===== src/rtl/hazard_unit_mc.sv =====
// Sequential pipeline hazard controller: load-use, redirect, multi-cycle EX ops and dmem wait.
// Optional performance counters are built when HAZARD_PERF_CNT_EN is defined.
module hazard_unit_mc #(
   parameter int unsigned REG_ADDR_W  = 5,
   parameter int unsigned MC_LATENCY  = 34,
   parameter int unsigned MC_USE_DONE = 0,
   parameter int unsigned PERF_W      = 32
) (
   input  logic                  clk,
   input  logic                  rst,
   input  logic [REG_ADDR_W-1:0] id_rs1,
   input  logic [REG_ADDR_W-1:0] id_rs2,
   input  logic                  id_uses_rs1,
   input  logic                  id_uses_rs2,
   input  logic [REG_ADDR_W-1:0] ex_rd,
   input  logic                  ex_memread,
   input  logic                  ex_mc_valid,
   input  logic                  mc_done,
   input  logic                  pc_redirect,
   input  logic                  mem_req,
   input  logic                  dmem_ready,
   output logic                  pc_write_enable,
   output logic                  if_id_write_enable,
   output logic                  id_ex_write_enable,
   output logic                  ex_mem_write_enable,
   output logic                  flush_if_id,
   output logic                  flush_id_ex,
   output logic                  flush_ex_mem,
   output logic                  mc_start,
   output logic [PERF_W-1:0]     perf_load_use,
   output logic [PERF_W-1:0]     perf_mc,
   output logic [PERF_W-1:0]     perf_mem,
   output logic [PERF_W-1:0]     perf_flush
);

   localparam int unsigned CNT_W = (MC_LATENCY > 2) ? $clog2(MC_LATENCY) : 1;
   localparam logic [CNT_W-1:0] CNT_INIT = CNT_W'(MC_LATENCY - 2);
   localparam logic [CNT_W-1:0] CNT_ONE  = CNT_W'(1);

   localparam logic [1:0] IDLE     = 2'd0;
   localparam logic [1:0] MC_BUSY  = 2'd1;
   localparam logic [1:0] MC_DONE  = 2'd2;
   localparam logic [1:0] MEM_WAIT = 2'd3;

   logic [1:0]       state_q, state_d;
   logic [CNT_W-1:0] cnt_q, cnt_d;
   logic             done_q, done_d;
   logic             retired_q, retired_d;
   logic             mem_wait;
   logic             lu;
   logic             allow_mc;
   logic             lu_stall;
   logic             flush_taken;

   assign mem_wait = mem_req & ~dmem_ready;
   assign lu = ex_memread && (ex_rd != '0) &&
               ((id_uses_rs1 && (id_rs1 == ex_rd)) || (id_uses_rs2 && (id_rs2 == ex_rd)));

   // State register
   always_ff @(posedge clk) begin
      if (rst) begin
         state_q   <= IDLE;
         cnt_q     <= '0;
         done_q    <= 1'b0;
         retired_q <= 1'b0;
      end else begin
         state_q   <= state_d;
         cnt_q     <= cnt_d;
         done_q    <= done_d;
         retired_q <= retired_d;
      end
   end

   // Next state and pipeline controls
   always_comb begin
      state_d             = state_q;
      cnt_d               = cnt_q;
      done_d              = done_q;
      retired_d           = retired_q;
      allow_mc            = 1'b0;
      pc_write_enable     = 1'b1;
      if_id_write_enable  = 1'b1;
      id_ex_write_enable  = 1'b1;
      ex_mem_write_enable = 1'b1;
      flush_if_id         = 1'b0;
      flush_id_ex         = 1'b0;
      flush_ex_mem        = 1'b0;
      mc_start            = 1'b0;
      lu_stall            = 1'b0;
      flush_taken         = 1'b0;

      if (!rst) begin
         case (state_q)
            MC_BUSY: begin
               pc_write_enable    = 1'b0;
               if_id_write_enable = 1'b0;
               id_ex_write_enable = 1'b0;
               if (mem_wait) ex_mem_write_enable = 1'b0;
               else          flush_ex_mem        = 1'b1;
               // The op timer keeps running under a memory wait; only the exit waits for MEM.
               if (MC_USE_DONE != 0) begin
                  done_d = done_q | mc_done;
                  if ((done_q || mc_done) && !mem_wait) begin
                     state_d = MC_DONE;
                     done_d  = 1'b0;
                  end
               end else begin
                  cnt_d = (cnt_q != '0) ? cnt_q - CNT_ONE : '0;
                  if ((cnt_q <= CNT_ONE) && !mem_wait) state_d = MC_DONE;
               end
            end
            default: begin
               // A completed op frozen in EX by a wait must not be relaunched on release.
               allow_mc = (state_q == IDLE) || ((state_q == MEM_WAIT) && !retired_q);
               if (mem_wait) begin
                  pc_write_enable     = 1'b0;
                  if_id_write_enable  = 1'b0;
                  id_ex_write_enable  = 1'b0;
                  ex_mem_write_enable = 1'b0;
                  state_d             = MEM_WAIT;
                  retired_d           = retired_q | (state_q == MC_DONE);
               end else begin
                  state_d   = IDLE;
                  retired_d = 1'b0;
                  if (ex_mc_valid && allow_mc) begin
                     mc_start           = 1'b1;
                     pc_write_enable    = 1'b0;
                     if_id_write_enable = 1'b0;
                     id_ex_write_enable = 1'b0;
                     flush_ex_mem       = 1'b1;
                     cnt_d              = CNT_INIT;
                     done_d             = 1'b0;
                     state_d = ((MC_USE_DONE == 0) && (MC_LATENCY <= 2)) ? MC_DONE : MC_BUSY;
                  end else if (pc_redirect) begin
                     flush_if_id = 1'b1;
                     flush_id_ex = 1'b1;
                     flush_taken = 1'b1;
                  end else if (lu) begin
                     pc_write_enable    = 1'b0;
                     if_id_write_enable = 1'b0;
                     flush_id_ex        = 1'b1;
                     lu_stall           = 1'b1;
                  end
               end
            end
         endcase
      end
   end

`ifdef HAZARD_PERF_CNT_EN
   // Saturating event counters
   always_ff @(posedge clk) begin
      if (rst) begin
         perf_load_use <= '0;
         perf_mc       <= '0;
         perf_mem      <= '0;
         perf_flush    <= '0;
      end else begin
         if (lu_stall && !(&perf_load_use)) perf_load_use <= perf_load_use + PERF_W'(1);
         if (((state_q == MC_BUSY) || mc_start) && !(&perf_mc)) perf_mc <= perf_mc + PERF_W'(1);
         if (mem_wait && !(&perf_mem)) perf_mem <= perf_mem + PERF_W'(1);
         if (flush_taken && !(&perf_flush)) perf_flush <= perf_flush + PERF_W'(1);
      end
   end
`else
   logic unused_perf;
   assign unused_perf   = lu_stall ^ flush_taken;
   assign perf_load_use = '0;
   assign perf_mc       = '0;
   assign perf_mem      = '0;
   assign perf_flush    = '0;
`endif

endmodule


===== config.mk =====
export PLATFORM = sky130hd
export DESIGN_NAME = hazard_unit_mc
export DESIGN_NICKNAME = d
export VERILOG_FILES = /design/src/rtl/hazard_unit_mc.sv
export SDC_FILE = /design/constraint.sdc
export NUM_CORES = 1
export LEC_CHECK = 0
export CORE_ASPECT_RATIO = 0.9
export CORE_UTILIZATION = 34
export CTS_CLUSTER_DIAMETER = 80
export DETAILED_ROUTE_END_ITERATION = 10
export GPL_TIMING_DRIVEN = 0
export PLACE_DENSITY = 0.88
export SLEW_MARGIN = 40
export SYNTH_ARGS = -nofsm -noshare
export SYNTH_HDL_FRONTEND = slang
export SYNTH_SLANG_ARGS = --single-unit

===== constraint.sdc =====
create_clock -name clk -period 3.9 [get_ports clk]
set_clock_uncertainty 0.05 [all_clocks]
set_input_delay 0.78 -clock clk [delete_from_list [all_inputs] [get_ports clk]]
set_output_delay 0.78 -clock clk [all_outputs]
set_load 0.005 [all_outputs]

# Yosys cells after proc, flatten, opt, wreduce, memory -nomap -nowiden
# Cells that the tools add are included.
[totals]
inputBits = 25
reg_bits = 9
word_cells = 69
[classes]
n_lt_le_gt_ge = 1
n_mux = 38
reduce_logical = 16
addsub = 1
n_eq_ne = 7
bitwise_logic = 3
[op_table]
columns = ["cell", "count"]
rows = [
  ["$mux 1", 31],
  ["$mux 6", 4],
  ["$eq 5x5->1", 2],
  ["$logic_and 1x1->1", 7],
  ["$le 6x1->1 const B", 1],
  ["$mux 2", 3],
  ["$reduce_bool 6->1", 1],
  ["$sub 6x1->6 const B", 1],
  ["$reduce_bool 5->1", 1],
  ["$eq 2x2->1 const B", 2],
  ["$eq 2x1->1 const B", 1],
  ["$logic_not 1->1", 2],
  ["$logic_not 2->1", 1],
  ["$logic_or 1x1->1", 2],
  ["$ne 2x1->1 const B", 1],
  ["$ne 2x2->1 const B", 1],
  ["$reduce_and 2->1", 1],
  ["$reduce_bool 2->1", 1],
  ["$and 1x1->1", 1],
  ["$not 1->1", 1],
  ["$or 1x1->1", 1],
]

# Depth between registers and ports, before layout
[depth]
depth_word = 10
depth_mapped = 6

# Least setup slack after synthesis
# Ideal clock, no wire load.
[synth_path]
path_kind = "input port to output port"
startpoint = "in ex_rd[1]"
endpoint = "out pc_write_enable"
path_buffers = 1
arrival_ns = 1.780
path_slack_ns = 1.290
cell_stages = 5
cell_sequence = "or4_1 > o21a_1 > nand2_1 > o22a_1 > buf_4"
[synth_via]
elab_chain_len = 10
elab_cells_between_ends = 14
cone_classes = "2 x eq/ne; 6 x mux; 6 x reduce/logical"
[synth_rtl]
columns = ["item", "line", "rtl"]
rows = [
  ["start, declared", "15", "input logic [REG_ADDR_W-1:0] ex_rd,"],
  ["$eq 5x5->1", "57", "((id_uses_rs1 && (id_rs1 == ex_rd)) || (id_uses_rs2 && (id_rs2 == ex_rd)));"],
  ["$logic_and 1x1->1", "57", ""],
  ["$logic_or 1x1->1", "57", ""],
  ["$logic_and 1x1->1 (*)", "56", "assign lu = ex_memread && (ex_rd != '0) &&"],
  ["$mux 1 (*) (6 in a row)", "--", ""],
  ["end, declared", "22", "output logic pc_write_enable,"],
]
# Every way passes the cells marked *; elsewhere a longest branch is shown, timed or not.

# Worst setup path after layout
[layout_path]
startpoint = "in ex_rd[1]"
endpoint = "out pc_write_enable"
[layout_via]
elab_chain_len = 10
elab_cells_between_ends = 14
cone_classes = "2 x eq/ne; 6 x mux; 6 x reduce/logical"
[layout_rtl]
columns = ["item", "line", "rtl"]
rows = [
  ["$eq 5x5->1", "57", ""],
  ["$logic_and 1x1->1", "57", ""],
  ["$logic_or 1x1->1", "57", ""],
  ["$logic_and 1x1->1 (*)", "56", ""],
  ["$mux 1 (*)", "138", "end else if (lu) begin"],
  ["$mux 1 (*)", "134", "end else if (pc_redirect) begin"],
  ["$mux 1 (*)", "125", "if (ex_mc_valid && allow_mc) begin"],
  ["$mux 1 (*)", "115", "if (mem_wait) begin"],
  ["$mux 1 (*)", "93", "case (state_q)"],
  ["$mux 1 (*)", "92", "if (!rst) begin"],
]
# Marks and branches as above.

==> flow_metrics.py <==
metrics = {
    "status": {
        "status": "completed",
    },
    "die": {
        "die_w_microns": 77.74,
        "design.core.area_sq_um": 4895,
        "start_util": 0.3586,
        "rows": 24,
        "ioPinCount": 161,
        "dieArea_sq_um": 5455,
        "die_y_microns": 70.17,
    },
    "placement": {
        "dpl.hpwl_microns": 3191,
        "port_buffers": 31,
        "gp_congestion": 0.7749,
    },
    "critical_path": {
        "worst-r2r-setup-slack_ns": 2.24,
        "critPathKind": "primary input to output pin",
        "worstSetupEndpointType": "output pin",
        "r2r_start": "cnt_q[0]$_SDFFE_PP0P_",
        "worstPathArrival_ns": 2.82,
        "required_ns": 3.07,
        "start_kind": "primary input",
        "r2r-end": "cnt_q[4]$_SDFFE_PP0P_",
        "crit_fanout": 3,
        "ff2ff_path_depth": 6,
    },
    "detailed_routing": {
        "first_pass_iters": 4,
        "drc_errors": 0,
        "drt-initial-drc-count": 55,
        "vias_per_cell": 3.370,
        "wirelength_microns": 3544,
        "ant_nets": 0,
        "detailroute.via_count": 1547,
        "wl_per_cell_microns": 7.721,
    },
    "clocking": {
        "cts_sinks": 9,
        "insertion_delay_ns": 0.24,
        "cts_hold_buf": 0,
        "root_buffer": "clkbuf_8",
        "path_clk_slew_ns": 0.04,
        "h-tree-depth": 1,
        "cts_setup_buffers": 0,
        "cts_tree": "done",
        "cts_repair_resize_count": 0,
        "cts_made_buffers": 3,
        "clockBufferDepth": 2,
    },
    "grt": {
        "grt_remaining_overflow": 0,
        "grt_pass1_wl_microns": 5016,
        "grt_pass1_vias": 1109,
        "track_usage": 0.1138,
        "antenna_found_initial": 0,
        "grt_max_degree": 11,
    },
    "sta": {
        "max_freq_mhz": 274.2,
        "rsz0062_at_grt": "false",
        "min_period_ns": 3.647,
        "finalSetupTns_ns": 0,
        "min_period_over_period": 0.9351,
        "finalSetupViolCount": 0,
        "hold_viol": 0,
        "maxSlewViolCount": 0,
    },
    "pwr": {
        "power_frac_seq": 0.236,
        "power.total_uw": 557.2,
        "power_switching_uw": 196.9,
        "p_comb_frac": 0.568,
        "p_sw_frac": 0.3533,
        "p_leak_uw": 0.001546,
        "irDropWorstVdd_mv": 0.1159,
        "power_per_cell_area_nw_per_um2": 208.8,
        "intPower_uw": 360.4,
        "power_frac_clock": 0.196,
    },
    "logic_synthesis": {
        "synth_simple_gate_area_frac": 0.1468,
        "synthMuxAreaShare": 0,
        "syn_area_per_cell_sq_um": 7.567,
        "ys_seq_elements": 9,
        "synthFlopType": "dfxtp_1",
        "synth_area_leaders": "buf_4 (55%), dfxtp_1 (10%), xor2_1 (4.0%)",
        "synth_area_sq_um": 1755,
        "synth_cells": 232,
        "yosys.area.top_type": "buf_4",
        "async_flop_share": 0,
        "synth_top_family_by_area": "buffers and inverters",
        "synth_edf_count": 0,
        "synth_compound_area_frac": 0.1019,
        "synth_common_cells": "buf_4 (129), dfxtp_1 (9), xor2_1 (8)",
        "synth_adder_area_share": 0.02138,
        "netlist.area_leader.share": 0.5517,
        "yosys_warnings": 0,
        "yosysMostFrequentCell": "buf_4",
        "yosysSeqAreaShare": 0.1026,
        "yosysUniqueCellTypes": 38,
        "synthXorXnorAreaFrac": 0.04989,
    },
    "hold_path": {
        "hold_depth": 2,
        "hp-class": "flop to flop",
        "worstHoldStart": "cnt_q[0]$_SDFFE_PP0P_",
        "hold_end": "cnt_q[0]$_SDFFE_PP0P_",
    },
    "layout": {
        "fin_util": 0.5452,
        "drive_gt1_frac": 0.3452,
        "layout.nets": 423,
        "area_growth_pct": 52.03,
        "antenna_cells": 0,
    },
    "flow_run": {
        "cap_violations": 0,
    },
}
==> how the worst max path moves through the flow <==
stage / depth (start not counted) / to / from / slack, ns
after floorplan: 5 / pc_write_enable / ex_rd[1] / 1.29
after global placement: 7 / pc_write_enable / ex_rd[1] / 0.29
after detailed placement: 7 / pc_write_enable / ex_rd[1] / 0.26
after CTS: 7 / pc_write_enable / ex_rd[1] / 0.25
after global routing: 7 / pc_write_enable / ex_rd[1] / 0.18
final: 7 / pc_write_enable / ex_rd[1] / 0.25
==> through the flow <==
stage                     hold WS, ns  instances  cell area [sq um]  setup WS [ns]
final                          0.4619        459               2669         0.2531
after global routing           0.4794        459               2669         0.1764
after CTS                      0.4564        459               2669         0.2507
after detailed placement       0.4503        455               2624         0.2578
after global placement         0.4399        455               2624         0.2934
after floorplan                0.4193        359               2232          1.290
==> worst max-delay path: stages <==
cell             delay (ns)
clkdlybuf4s50_1        0.48
or4_1                  0.55
o21a_1                 0.21
nand2_1                0.06
o22a_1                 0.15
buf_4                  0.10
clkdlybuf4s50_1        0.49
==> power groups by stage <==
stage / Clock [uW] / Sequential [uW] / Combinational, uW
floorplan: 0 / 128 / 247
global placement: 0 / 131 / 304
detailed placement: 0 / 132 / 310
CTS: 113 / 130 / 310
global route: 121 / 134 / 347
finish: 109 / 131 / 317
==> registers in the layout, indices dropped and copies added, names as in the netlist <==
| register | cells |
|---|---|
| state_q | 2 |
| retired_q | 1 |
| cnt_q | 6 |
==> cell type report <==
class | instances | area (sq um)
Fill cell | 471 | 2226
Multi-Input combinational cell | 212 | 1042
Buffer | 131 | 983.4
Timing Repair Buffer | 31 | 310.3
Sequential cell | 9 | 180.2
Tap cell | 65 | 81.33
Clock buffer | 4 | 45.04
Inverter | 7 | 26.28
==> cell usage in the layout (no fill, tap or decap), types with 2 or more instances in the layout <==
| master | n |
|---|---|
| nor2_1 | 5 |
| a21oi_1 | 6 |
| dfxtp_1 | 9 |
| xor2_1 | 8 |
| clkbuf_8 | 3 |
| nor4_1 | 3 |
| buf_4 | 129 |
| nand3_1 | 5 |
| nand2b_1 | 5 |
| a32oi_1 | 2 |
| clkbuf_1 | 2 |
| ha_1 | 3 |
| inv_1 | 7 |
| a31oi_1 | 4 |
| xnor2_1 | 2 |
| nand4_1 | 2 |
| conb_1 | 128 |
| o21ai_0 | 7 |
| nor3_1 | 2 |
| nand2_1 | 7 |
| clkdlybuf4s50_1 | 31 |
| or3_1 | 3 |
| nor2b_1 | 4 |
==> per-layer routing <==
layer / global-route usage / share of wire / wire length [microns]
met1: 0.1000 / 0.31 / 1111
met2: 0.2330 / 0.55 / 1934
met3: 0.05229 / 0.13 / 474
met4: 0.01887 / 0.0065 / 23
met5: 0 / 0 / 0
==> logic make-up after synthesis <==
| kind of cell | Yosys count |
|---|---|
| AND/OR/NAND/NOR | 44 |
| flip-flops | 9 |
| adder cells (fa/ha/maj) | 3 |
| AO/OA/AOI/OAI | 27 |
| buffers and inverters | 138 |
| XOR/XNOR | 10 |
| other | 1 |
(Power assumes the default switching activity.)
